File: src/rtl/in_service_ctrl_if.sv
// In-service controller bus: strobes and configuration in, ISR status out.
// With PIC_SPECIAL_MASK_EN defined the special-mask inputs are added.
interface in_service_ctrl_if #(
  parameter int LEVELS = 8,
  parameter int PTR_W  = 3
);
  logic [LEVELS-1:0] interrupt;
  logic              latch_in_service;
  logic              end_of_ack;
  logic              eoi_cmd;
  logic [1:0]        eoi_type;
  logic [PTR_W-1:0]  eoi_level;
  logic              auto_eoi;
  logic              auto_rotate;
`ifdef PIC_SPECIAL_MASK_EN
  logic              special_mask_mode;
  logic [LEVELS-1:0] interrupt_mask;
`endif
  logic [LEVELS-1:0] in_service_register;
  logic [LEVELS-1:0] highest_level_in_service;
  logic [PTR_W-1:0]  priority_rotate;
  logic              isr_any;

  // Driver side: issues strobes, observes status.
  modport master (
`ifdef PIC_SPECIAL_MASK_EN
    output special_mask_mode, interrupt_mask,
`endif
    output interrupt, latch_in_service, end_of_ack, eoi_cmd, eoi_type,
    output eoi_level, auto_eoi, auto_rotate,
    input  in_service_register, highest_level_in_service, priority_rotate, isr_any
  );

  // Controller side.
  modport slave (
`ifdef PIC_SPECIAL_MASK_EN
    input  special_mask_mode, interrupt_mask,
`endif
    input  interrupt, latch_in_service, end_of_ack, eoi_cmd, eoi_type,
    input  eoi_level, auto_eoi, auto_rotate,
    output in_service_register, highest_level_in_service, priority_rotate, isr_any
  );
endinterface

File: src/rtl/in_service_ctrl.sv
// Interrupt in-service register with rotating priority, specific /
// non-specific EOI, set-priority and auto-EOI (optionally rotating).
// Optional feature macro: PIC_SPECIAL_MASK_EN (special mask mode; masked
// ISR bits are hidden from priority resolution but kept in the ISR).
module in_service_ctrl #(
  parameter int LEVELS = 8,
  parameter int PTR_W  = 3
) (
  input logic              clock,
  input logic              reset_n,
  in_service_ctrl_if.slave bus
);

  logic [LEVELS-1:0] r_isr;
  logic [PTR_W-1:0]  r_last;
  logic [PTR_W-1:0]  r_rot;

  logic [LEVELS-1:0] w_mask;
  logic [LEVELS-1:0] w_eff;
  logic [LEVELS-1:0] w_high_oh;
  logic [LEVELS-1:0] w_clear;
  logic [PTR_W-1:0]  w_high_idx;
  logic [PTR_W-1:0]  w_lat_idx;
  logic [PTR_W-1:0]  w_rot_next;
  logic              w_any;
  logic              w_eoi_rot;

`ifdef PIC_SPECIAL_MASK_EN
  assign w_mask = bus.special_mask_mode ? bus.interrupt_mask : '0;
`else
  assign w_mask = '0;
`endif

  assign w_eff     = r_isr & ~w_mask;
  assign w_any     = |w_eff;
  assign w_high_oh = w_any ? (LEVELS'(1) << w_high_idx) : '0;

  // Scan from the level just above the lowest-priority one, wrapping around.
  always_comb begin
    logic [PTR_W-1:0] v_idx;
    logic             v_found;
    v_found    = 1'b0;
    v_idx      = '0;
    w_high_idx = '0;
    for (int k = 1; k <= LEVELS; k++) begin
      v_idx = r_rot + PTR_W'(k);
      if (!v_found && w_eff[v_idx]) begin
        v_found    = 1'b1;
        w_high_idx = v_idx;
      end
    end
  end

  // One-hot to index for the level being latched.
  always_comb begin
    w_lat_idx = '0;
    for (int i = 0; i < LEVELS; i++) begin
      if (bus.interrupt[i]) w_lat_idx = w_lat_idx | PTR_W'(i);
    end
  end

  // Clear mask and rotate update; an EOI rotate beats an auto-EOI rotate.
  always_comb begin
    w_clear    = '0;
    w_rot_next = r_rot;
    w_eoi_rot  = 1'b0;
    if (bus.eoi_cmd) begin
      case (bus.eoi_type)
        2'b00: w_clear = w_high_oh;
        2'b01: w_clear = LEVELS'(1) << bus.eoi_level;
        2'b10: begin
          w_clear = w_high_oh;
          if (w_any) begin
            w_rot_next = w_high_idx;
            w_eoi_rot  = 1'b1;
          end
        end
        default: begin
          w_rot_next = bus.eoi_level;
          w_eoi_rot  = 1'b1;
        end
      endcase
    end
    if (bus.end_of_ack && bus.auto_eoi) begin
      w_clear = w_clear | (LEVELS'(1) << r_last);
      if (bus.auto_rotate && !w_eoi_rot) w_rot_next = r_last;
    end
  end

  // State registers; a set on the same edge overrides a clear.
  always_ff @(posedge clock or negedge reset_n) begin
    if (!reset_n) begin
      r_isr  <= '0;
      r_last <= '0;
      r_rot  <= PTR_W'(LEVELS - 1);
    end else begin
      r_isr <= (r_isr & ~w_clear) | (bus.latch_in_service ? bus.interrupt : '0);
      if (bus.latch_in_service) r_last <= w_lat_idx;
      r_rot <= w_rot_next;
    end
  end

  assign bus.in_service_register      = r_isr;
  assign bus.highest_level_in_service = w_high_oh;
  assign bus.priority_rotate          = r_rot;
  assign bus.isr_any                  = w_any;

endmodule

File: src/flat_wrapper.sv
// flat-port wrapper written by rule: the top's interface ports become plain ports
module in_service_ctrl_flat 
#(
  parameter int LEVELS = 8,
  parameter int PTR_W  = 3
)
  (clock, reset_n, bus_interrupt, bus_latch_in_service, bus_end_of_ack, bus_eoi_cmd, bus_eoi_type, bus_eoi_level, bus_auto_eoi, bus_auto_rotate, bus_in_service_register, bus_highest_level_in_service, bus_priority_rotate, bus_isr_any);
  in_service_ctrl_if #(.LEVELS(LEVELS), .PTR_W(PTR_W)) bus_i ();
  input logic clock;
  input logic reset_n;
  input wire logic [$bits(bus_i.interrupt)-1:0] bus_interrupt;
  input wire logic [$bits(bus_i.latch_in_service)-1:0] bus_latch_in_service;
  input wire logic [$bits(bus_i.end_of_ack)-1:0] bus_end_of_ack;
  input wire logic [$bits(bus_i.eoi_cmd)-1:0] bus_eoi_cmd;
  input wire logic [$bits(bus_i.eoi_type)-1:0] bus_eoi_type;
  input wire logic [$bits(bus_i.eoi_level)-1:0] bus_eoi_level;
  input wire logic [$bits(bus_i.auto_eoi)-1:0] bus_auto_eoi;
  input wire logic [$bits(bus_i.auto_rotate)-1:0] bus_auto_rotate;
  output wire logic [$bits(bus_i.in_service_register)-1:0] bus_in_service_register;
  output wire logic [$bits(bus_i.highest_level_in_service)-1:0] bus_highest_level_in_service;
  output wire logic [$bits(bus_i.priority_rotate)-1:0] bus_priority_rotate;
  output wire logic [$bits(bus_i.isr_any)-1:0] bus_isr_any;
  assign bus_i.interrupt = bus_interrupt;
  assign bus_i.latch_in_service = bus_latch_in_service;
  assign bus_i.end_of_ack = bus_end_of_ack;
  assign bus_i.eoi_cmd = bus_eoi_cmd;
  assign bus_i.eoi_type = bus_eoi_type;
  assign bus_i.eoi_level = bus_eoi_level;
  assign bus_i.auto_eoi = bus_auto_eoi;
  assign bus_i.auto_rotate = bus_auto_rotate;
  assign bus_in_service_register = bus_i.in_service_register;
  assign bus_highest_level_in_service = bus_i.highest_level_in_service;
  assign bus_priority_rotate = bus_i.priority_rotate;
  assign bus_isr_any = bus_i.isr_any;
  in_service_ctrl #(.LEVELS(LEVELS), .PTR_W(PTR_W)) u_core (.clock(clock), .reset_n(reset_n), .bus(bus_i));
endmodule
File: config.mk
export PLATFORM = sky130hd
export DESIGN_NAME = in_service_ctrl_flat
export DESIGN_NICKNAME = d
export VERILOG_FILES = /design/src/rtl/in_service_ctrl_if.sv /design/src/rtl/in_service_ctrl.sv /design/src/flat_wrapper.sv
export SDC_FILE = /design/constraint.sdc
export NUM_CORES = 1
export LEC_CHECK = 0
export CORE_AREA = 8 8 79 81
export CTS_CLUSTER_SIZE = 25
export DETAILED_ROUTE_END_ITERATION = 10
export DIE_AREA = 0 0 87 89
export PLACE_DENSITY = 0.79
export SYNTH_ARGS = -nofsm -noshare
export SYNTH_HDL_FRONTEND = slang
export SYNTH_SLANG_ARGS = --single-unit
File: constraint.sdc
create_clock -name clock -period 10.5 [get_ports clock]
set_input_delay 3.15 -clock clock [delete_from_list [all_inputs] [get_ports clock]]
set_output_delay 3.15 -clock clock [all_outputs]
set_load 0.03 [all_outputs]
==> results of run 1 <==
-- stage by stage --
stage	total power (uW)	worst slack [ns]	hold slack, ns
5_1_grt	908.6	1.655	0.6849
2_1_floorplan	634.9	3.099	0.5278
3_5_place_dp	796.4	2.368	0.6158
4_1_cts	851.2	2.085	0.6271
6_report	853.8	2.081	0.6303
3_3_place_gp	789.2	2.508	0.6030
-- power by group through the flow --
| stage | Clock, uW | Combinational, uW | Sequential (uW) |
|---|---|---|---|
| 6_report | 51.3 | 653 | 149 |
| 2_1_floorplan | 0 | 512 | 123 |
| 3_3_place_gp | 0 | 642 | 148 |
| 4_1_cts | 51.8 | 651 | 148 |
| 5_1_grt | 54.3 | 698 | 157 |
| 3_5_place_dp | 0 | 647 | 149 |
-- worst max-delay path: stages, from the launching register on --
cell             delay, ns
dfstp_2               0.85
inv_1                 0.25
ha_1                  0.76
mux4_2                0.65
mux2i_1               0.31
nand2_2               0.14
nor3_2                0.33
a21oi_1               0.15
nor2_1                0.48
inv_1                 0.18
nor3_1                0.22
clkdlybuf4s50_1       0.71
-- cell usage in the layout, fill, tap and decap left out, drive strengths merged, types with 2 or more instances in the layout --
master and instances:
clkdlybuf4s50 39, nand2 25, nor2 19, mux2i 17
o21ai 17, mux4 13, dfrtp 11, nand3 9
inv 8, nor3 8, nor2b 7, nand4 7
a32o 6, a31oi 6, and3 6, nand2b 5
mux2 5, a21oi 5, nor4 4, clkbuf 4
a22o 3, o21a 3, and2 3, dfstp 3
o22ai 2, o211ai 2, o221ai 2, o2111ai 2
nand4b 2, a21boi 2, o41ai 2, ha 2
a21o 2, a2111oi 2
-- state kept, by name, indices dropped and copies added (netlist names) --
signal and count:
u_core.r_last 3, u_core.bus.priority_rotate 3, u_core.bus.in_service_register 8
-- cells in the mapped netlist, drive strengths merged, types with 4 or more instances --
library cell / instances / share of area
nor2b: 7 / 0.020
inv: 8 / 0.014
dfrtp: 11 / 0.13
mux2: 5 / 0.026
and3: 6 / 0.020
a21oi: 5 / 0.012
a32o: 6 / 0.028
nor3: 8 / 0.021
nand2b: 5 / 0.014
nor2: 19 / 0.033
nand3: 9 / 0.021
a31oi: 6 / 0.017
nand4: 7 / 0.023
nor4: 4 / 0.012
clkbuf: 6 / 0.010
o21ai: 17 / 0.041
mux4: 13 / 0.13
nand2: 25 / 0.044
buf: 17 / 0.061
mux2i: 17 / 0.084
-- kinds of logic after synthesis --
kind of cell,synth area share
and+or+nand+nor,0.2530
xor gates and xnor gates,0.008071
DFF,0.1631
AOI/OAI and AO/OA,0.2340
adders and majority gates,0.01153
muxes,0.2450
buffers and inverters,0.08529
-- layout make-up --
type	instances	area, sq um
clock buffer	4	55.05
fill	462	2429
inverter	8	30.03
multi-input combinational	206	1632
sequential	14	354.1
tap	70	87.58
timing repair buffer	39	390.4
-- how the worst min path moves through the flow --
stage	startpoint	endpoint	slack, ns	depth (start not counted)
6_report	u_core.r_last[0]$_DFFE_PN0P_	u_core.r_last[0]$_DFFE_PN0P_	0.63	2
3_3_place_gp	u_core.r_last[0]$_DFFE_PN0P_	u_core.r_last[0]$_DFFE_PN0P_	0.60	2
4_1_cts	u_core.r_last[2]$_DFFE_PN0P_	u_core.bus.priority_rotate[2]$_DFF_PN1_	0.63	2
5_1_grt	u_core.r_last[2]$_DFFE_PN0P_	u_core.bus.priority_rotate[2]$_DFF_PN1_	0.68	2
2_1_floorplan	u_core.r_last[0]$_DFFE_PN0P_	u_core.r_last[0]$_DFFE_PN0P_	0.53	2
3_5_place_dp	u_core.r_last[2]$_DFFE_PN0P_	u_core.bus.priority_rotate[2]$_DFF_PN1_	0.62	2
-- routing by layer --
metal / wire (microns) / part of all wire / vias to the layer above / global-route usage
met3: 385 / 0.061 / 4 / 0.01930
li1: - / - / 1022 / -
met1: 2762 / 0.44 / 1044 / 0.2173
met2: 3059 / 0.49 / 91 / 0.2804
met5: 0 / 0 / - / 0
met4: 57 / 0.0091 / 0 / 0.02347
==> run_results.csv, run 1 <==
group,metric,value,unit
status,status,"finished clean",
cts,cts.repair_timing.setup_buffer_count,0,
synth,synth_ff_type,"dfrtp_1",
power_and_ir_drop,ir_drop,0.2776,mV
cts,clock_insertion_delay_worst_skew,0.24,ns
cells_and_area,finalCoreUtilization,0.5121,
die,floorplan.core_area,0.004977,sq mm
drt,routed-via-count,2161,
cts,h-tree-depth,1,
setup_path,critical_path.max_fanout,22,
cells_and_area,final_design_area_no_fill,0.002549,sq mm
cts,root_buffer,"clkbuf_8",
sta,rsz0062_at_grt,"no",
drt,avgViaCountPerCell,6.337,
die,initial_core_util,0.4361,
drt,remaining_drc_errors,0,
synth,synth.distinct_cells,65,
placement,post-place-cells,337,
drt,wirelength,6264,microns
sta,setup_viol,0,
drt,ant_nets,0,
cells_and_area,layout-area-overhead-vs-synth,17.41,%
die,rows,26,
die,pin_count,40,
power_and_ir_drop,power.share.combinational,0.765,
drt,firstDrtPassIters,5,
placement,place_hpwl,4728,microns
cts,tritoncts.num_buffers,3,
setup_path,worst_setup_path_startpoint,"u_core.bus.priority_rotate[0]$_DFF_PN1_",
power_and_ir_drop,power-per-cell-area,335.0,mW/mm^2
synth,syn_nets,273,
sta,relSlewSlack,0.5726,
power_and_ir_drop,switchingPower,458.7,uW
sta,skew,0.001097,ns
power_and_ir_drop,p_int,395.1,uW
setup_path,worstReg2RegEnd,"u_core.bus.in_service_register[3]$_DFF_PN0_",
job,max-cap-violations,0,
placement,place.port_buffers,39,
synth,synth.cell_area,0.002171,sq mm
power_and_ir_drop,switching_share,0.5372,
sta,layout_worst_path_cycle_share,0.8018,
die,overall_die_area,0.007743,sq mm
grt,gr-usage-all-layers,0.1631,
placement,place_congestion,0.9526,
die,die_height,89,microns
grt,first_pass_grt_wire_length,10360,microns
synth,synth-seq-area-share,0.1631,
cts,post_cts_hold_buffer_count,0,
sta,final_period_minus_worst_setup_slack,8.419,ns
cells_and_area,layout.nets,294,
power_and_ir_drop,power_leakage,0.0009021,uW
setup_path,reg2reg_depth,10,
cells_and_area,share_of_layout_cells_above_drive_strength_1,0.1439,
placement,placed_area,0.002494,sq mm
sta,timing.setup.tns,0,ns
drt,initialDrtViolationCount,196,
setup_path,timing.critical_path.arrival,5.27,ns
cells_and_area,layout.cells.non_filler,341,
synth,yosys_warnings,0,
sta,finalMaxSlewViolations,0,
grt,gr-total-overflow,0,
sta,worst-slew-pin-transition,0.6391,ns
cts,postCtsResizedCells,0,
setup_path,crit_path_start_kind,"flip-flop",
sta,final-hold-violation-count,0,
sta,max_clock_freq,118.8,MHz
setup_path,crit-reg2reg-launch,"u_core.bus.priority_rotate[0]$_DFF_PN1_",
synth,avgSynthCellArea,8.649,sq um
cells_and_area,insertedDiodeCount,0,
synth,register_bit_count_reported_by_yosys,14,
drt,route.detailed.wl_per_inst,18.37,microns
synth,syn_inst,251,
cts,cts-root-to-sink-buffers,2,
setup_path,worst-endpoint-required,7.35,ns
cts,cts_tree,"yes",
worst_hold_path,worst_hold_path_type,"flip-flop to flip-flop",
power_and_ir_drop,power.clock.fraction,0.060,
grt,pin_count_of_the_biggest_net_entering_global_routing,25,
grt,first_global_vias,2050,
cts,clock_sink_count,14,
synth,synth-edff-count,0,
cts,clk_pin_slew_worst_paths,0.06,ns
grt,antenna_found_initial,0,
power_and_ir_drop,pwr-share-seq,0.175,
die,die_x,87,microns
setup_path,timing.setup.critical_path_class,"flip-flop to primary output",
synth,asyncSetResetFlopFracSynth,1.000,
setup_path,crit_end,"bus_highest_level_in_service[1]",
setup_path,critPathCaptureType,"primary output",
setup_path,r2r_setup_slack,5.64,ns
Note: power is estimated with default switching activity, not from simulation.
==> run 2, diff against run 1 <==
- clock period: 10.5 -> 8.65 ns (I/O delays scaled with it)
==> run 2 against run 1 <==
Total power increased by 22%. Sequential power increased by 23%. Routed wire length increased by 1.1%. Clock power increased by 26%.
==> run_results.csv, run 2 (same netlist as run 1, synthesis figures left out) <==
group,metric,value,unit
drt,remaining_drc_errors,0,
grt,gr-total-overflow,0,
die,initial_core_util,0.4361,
drt,avgViaCountPerCell,6.399,
setup_path,worst_path_max_delay_cell,"dfstp_2",
sta,skew,0.003651,ns
cts,tritoncts.num_buffers,3,
die,rows,26,
cells_and_area,share_of_layout_cells_above_drive_strength_1,0.1439,
setup_path,worst-endpoint-required,6.06,ns
cts,root_buffer,"clkbuf_8",
cells_and_area,layout_commonest_cell,"clkdlybuf4s50_1",
drt,ant_nets,0,
cts,cts_tree,"yes",
grt,antenna_found_initial,0,
sta,final-hold-violation-count,0,
sta,max_clock_freq,127.5,MHz
setup_path,critical_path.max_fanout,22,
sta,layout_worst_path_cycle_share,0.9064,
power_and_ir_drop,pwr-share-seq,0.176,
drt,route.detailed.wl_per_inst,18.58,microns
power_and_ir_drop,power-per-cell-area,407.9,mW/mm^2
drt,initialDrtViolationCount,283,
power_and_ir_drop,design_power_total,1040,uW
cts,clk_pin_slew_worst_paths,0.06,ns
power_and_ir_drop,power_leakage,0.0009021,uW
cells_and_area,insertedDiodeCount,0,
setup_path,critPathCaptureType,"primary output",
cts,cts-root-to-sink-buffers,2,
power_and_ir_drop,switchingPower,560.0,uW
drt,routed-via-count,2182,
setup_path,timing.setup.critical_path_class,"flip-flop to primary output",
die,pin_count,40,
sta,rsz0062_at_grt,"no",
power_and_ir_drop,power.share.combinational,0.761,
grt,first_pass_grt_wire_length,10340,microns
power_and_ir_drop,power.clock.fraction,0.062,
sta,setup_viol,0,
die,die_x,87,microns
sta,relSlewSlack,0.5815,
placement,place.port_buffers,39,
setup_path,crit_path_start_kind,"flip-flop",
cts,h-tree-depth,1,
setup_path,timing.critical_path.mode_cell,"inv_1",
cells_and_area,layout.nets,294,
cts,clock_insertion_delay_worst_skew,0.25,ns
sta,finalMaxSlewViolations,0,
sta,timing.setup.tns,0,ns
sta,final_period_minus_worst_setup_slack,7.840,ns
setup_path,cp_slowest_stage_delay,0.85,ns
cts,clock_sink_count,14,
placement,place_congestion,0.9525,
cells_and_area,sequential_cell_area,354.1,sq um
power_and_ir_drop,p_int,479.7,uW
setup_path,timing.critical_path.arrival,5.25,ns
grt,gr-usage-all-layers,0.1655,
status,status,"finished clean",
cells_and_area,layout-area-overhead-vs-synth,17.41,%
cells_and_area,largest_register_ffs,8,
power_and_ir_drop,ir_drop,0.3202,mV
power_and_ir_drop,switching_share,0.5386,
placement,place_hpwl,4766,microns
drt,wirelength,6335,microns
worst_hold_path,worst_hold_path_type,"flip-flop to flip-flop",
die,floorplan.core_area,0.004977,sq mm
cells_and_area,multi_input_comb_area,0.001632,sq mm
cts,postCtsResizedCells,0,
cts,cts.repair_timing.setup_buffer_count,0,
setup_path,worstPathCellList,"inv_1 -> ha_1 -> mux4_2 -> mux2i_1 -> nand2_2 -> nor3_2 -> a21oi_1 -> nor2_1 -> inv_1 -> nor3_1 -> clkdlybuf4s50_1",
die,overall_die_area,0.007743,sq mm
job,max-cap-violations,0,
drt,firstDrtPassIters,4,
cells_and_area,n_fill_cell,463,
grt,pin_count_of_the_biggest_net_entering_global_routing,25,
cts,post_cts_hold_buffer_count,0,
grt,first_global_vias,2072,
sta,worst-slew-pin-transition,0.6103,ns
cells_and_area,leading_cell_types_in_the_layout_fill_and_taps_excluded,"clkdlybuf4s50_1 (39), nand2_1 (24), nor2_1 (19)",
die,die_height,89,microns
## run 2: layer usage
metal,vias up,track usage,share of wire
met5,-,0,0
met4,0,0.05477,0.034
li1,1012,-,-
met1,1038,0.2056,0.42
met3,22,0.03952,0.078
met2,110,0.2748,0.47
## run 2: worst paths after layout
| path | startpoint | endpoint | slack, ns | cells after the start |
|---|---|---|---|---|
| setup / recovery | u_core.bus.priority_rotate[0]$_DFF_PN1_ | bus_highest_level_in_service[1] | 0.81 | 11 |
| hold / removal | u_core.r_last[0]$_DFFE_PN0P_ | u_core.r_last[0]$_DFFE_PN0P_ | 0.62 | 2 |
| setup reg to reg | u_core.bus.priority_rotate[0]$_DFF_PN1_ | u_core.bus.in_service_register[3]$_DFF_PN0_ | 3.81 | 10 |
| hold reg to reg | u_core.r_last[0]$_DFFE_PN0P_ | u_core.r_last[0]$_DFFE_PN0P_ | 0.62 | 2 |
| max in group asynchronous | reset_n | u_core.bus.in_service_register[4]$_DFF_PN0_ | 5.50 | 1 |
| min in group asynchronous | reset_n | u_core.bus.in_service_register[2]$_DFF_PN0_ | 2.74 | 1 |
## run 2: layout make-up
cell class | count | share of cell area
multi-input cells | 206 | 0.6402
repair buffers | 39 | 0.1532
well taps | 70 | 0.03436
inverters | 8 | 0.01178
clock buffers | 4 | 0.02160
flip-flops and latches | 14 | 0.1389
## run 2: power groups by stage
stage,combinational (uW),clock [uW],sequential (uW)
after floorplan,621,0,150
after global placement,779,0,179
after detailed placement,788,0,183
after CTS,792,65.1,181
after global routing,849,67.5,190
final,792,64.7,183
## run 2: worst max-delay path, delay by kind of cell, from the launching register on
| kind | cells | cell delay (ns) |
|---|---|---|
| AOI/OAI and AO/OA | 1 | 0.15 |
| and+or+nand+nor | 4 | 1.14 |
| buffers and inverters | 3 | 1.13 |
| DFF | 1 | 0.85 |
| adders and majority gates | 1 | 0.75 |
| muxes | 2 | 0.96 |
## run 2: metrics by stage
stage / area (sq um) / worst slack (ns) / utilization / std cells / hold slack [ns]
2_1_floorplan: 2171 / 1.804 / - / 251 / 0.5278
3_3_place_gp: 2494 / 1.214 / 0.5010 / 337 / 0.6027
3_5_place_dp: 2494 / 1.047 / 0.5010 / 337 / 0.6123
4_1_cts: 2549 / 0.7898 / 0.5121 / 341 / 0.6202
5_1_grt: 2549 / 0.3605 / 0.5121 / 341 / 0.6657
6_report: 2549 / 0.8095 / 0.5121 / 341 / 0.6222
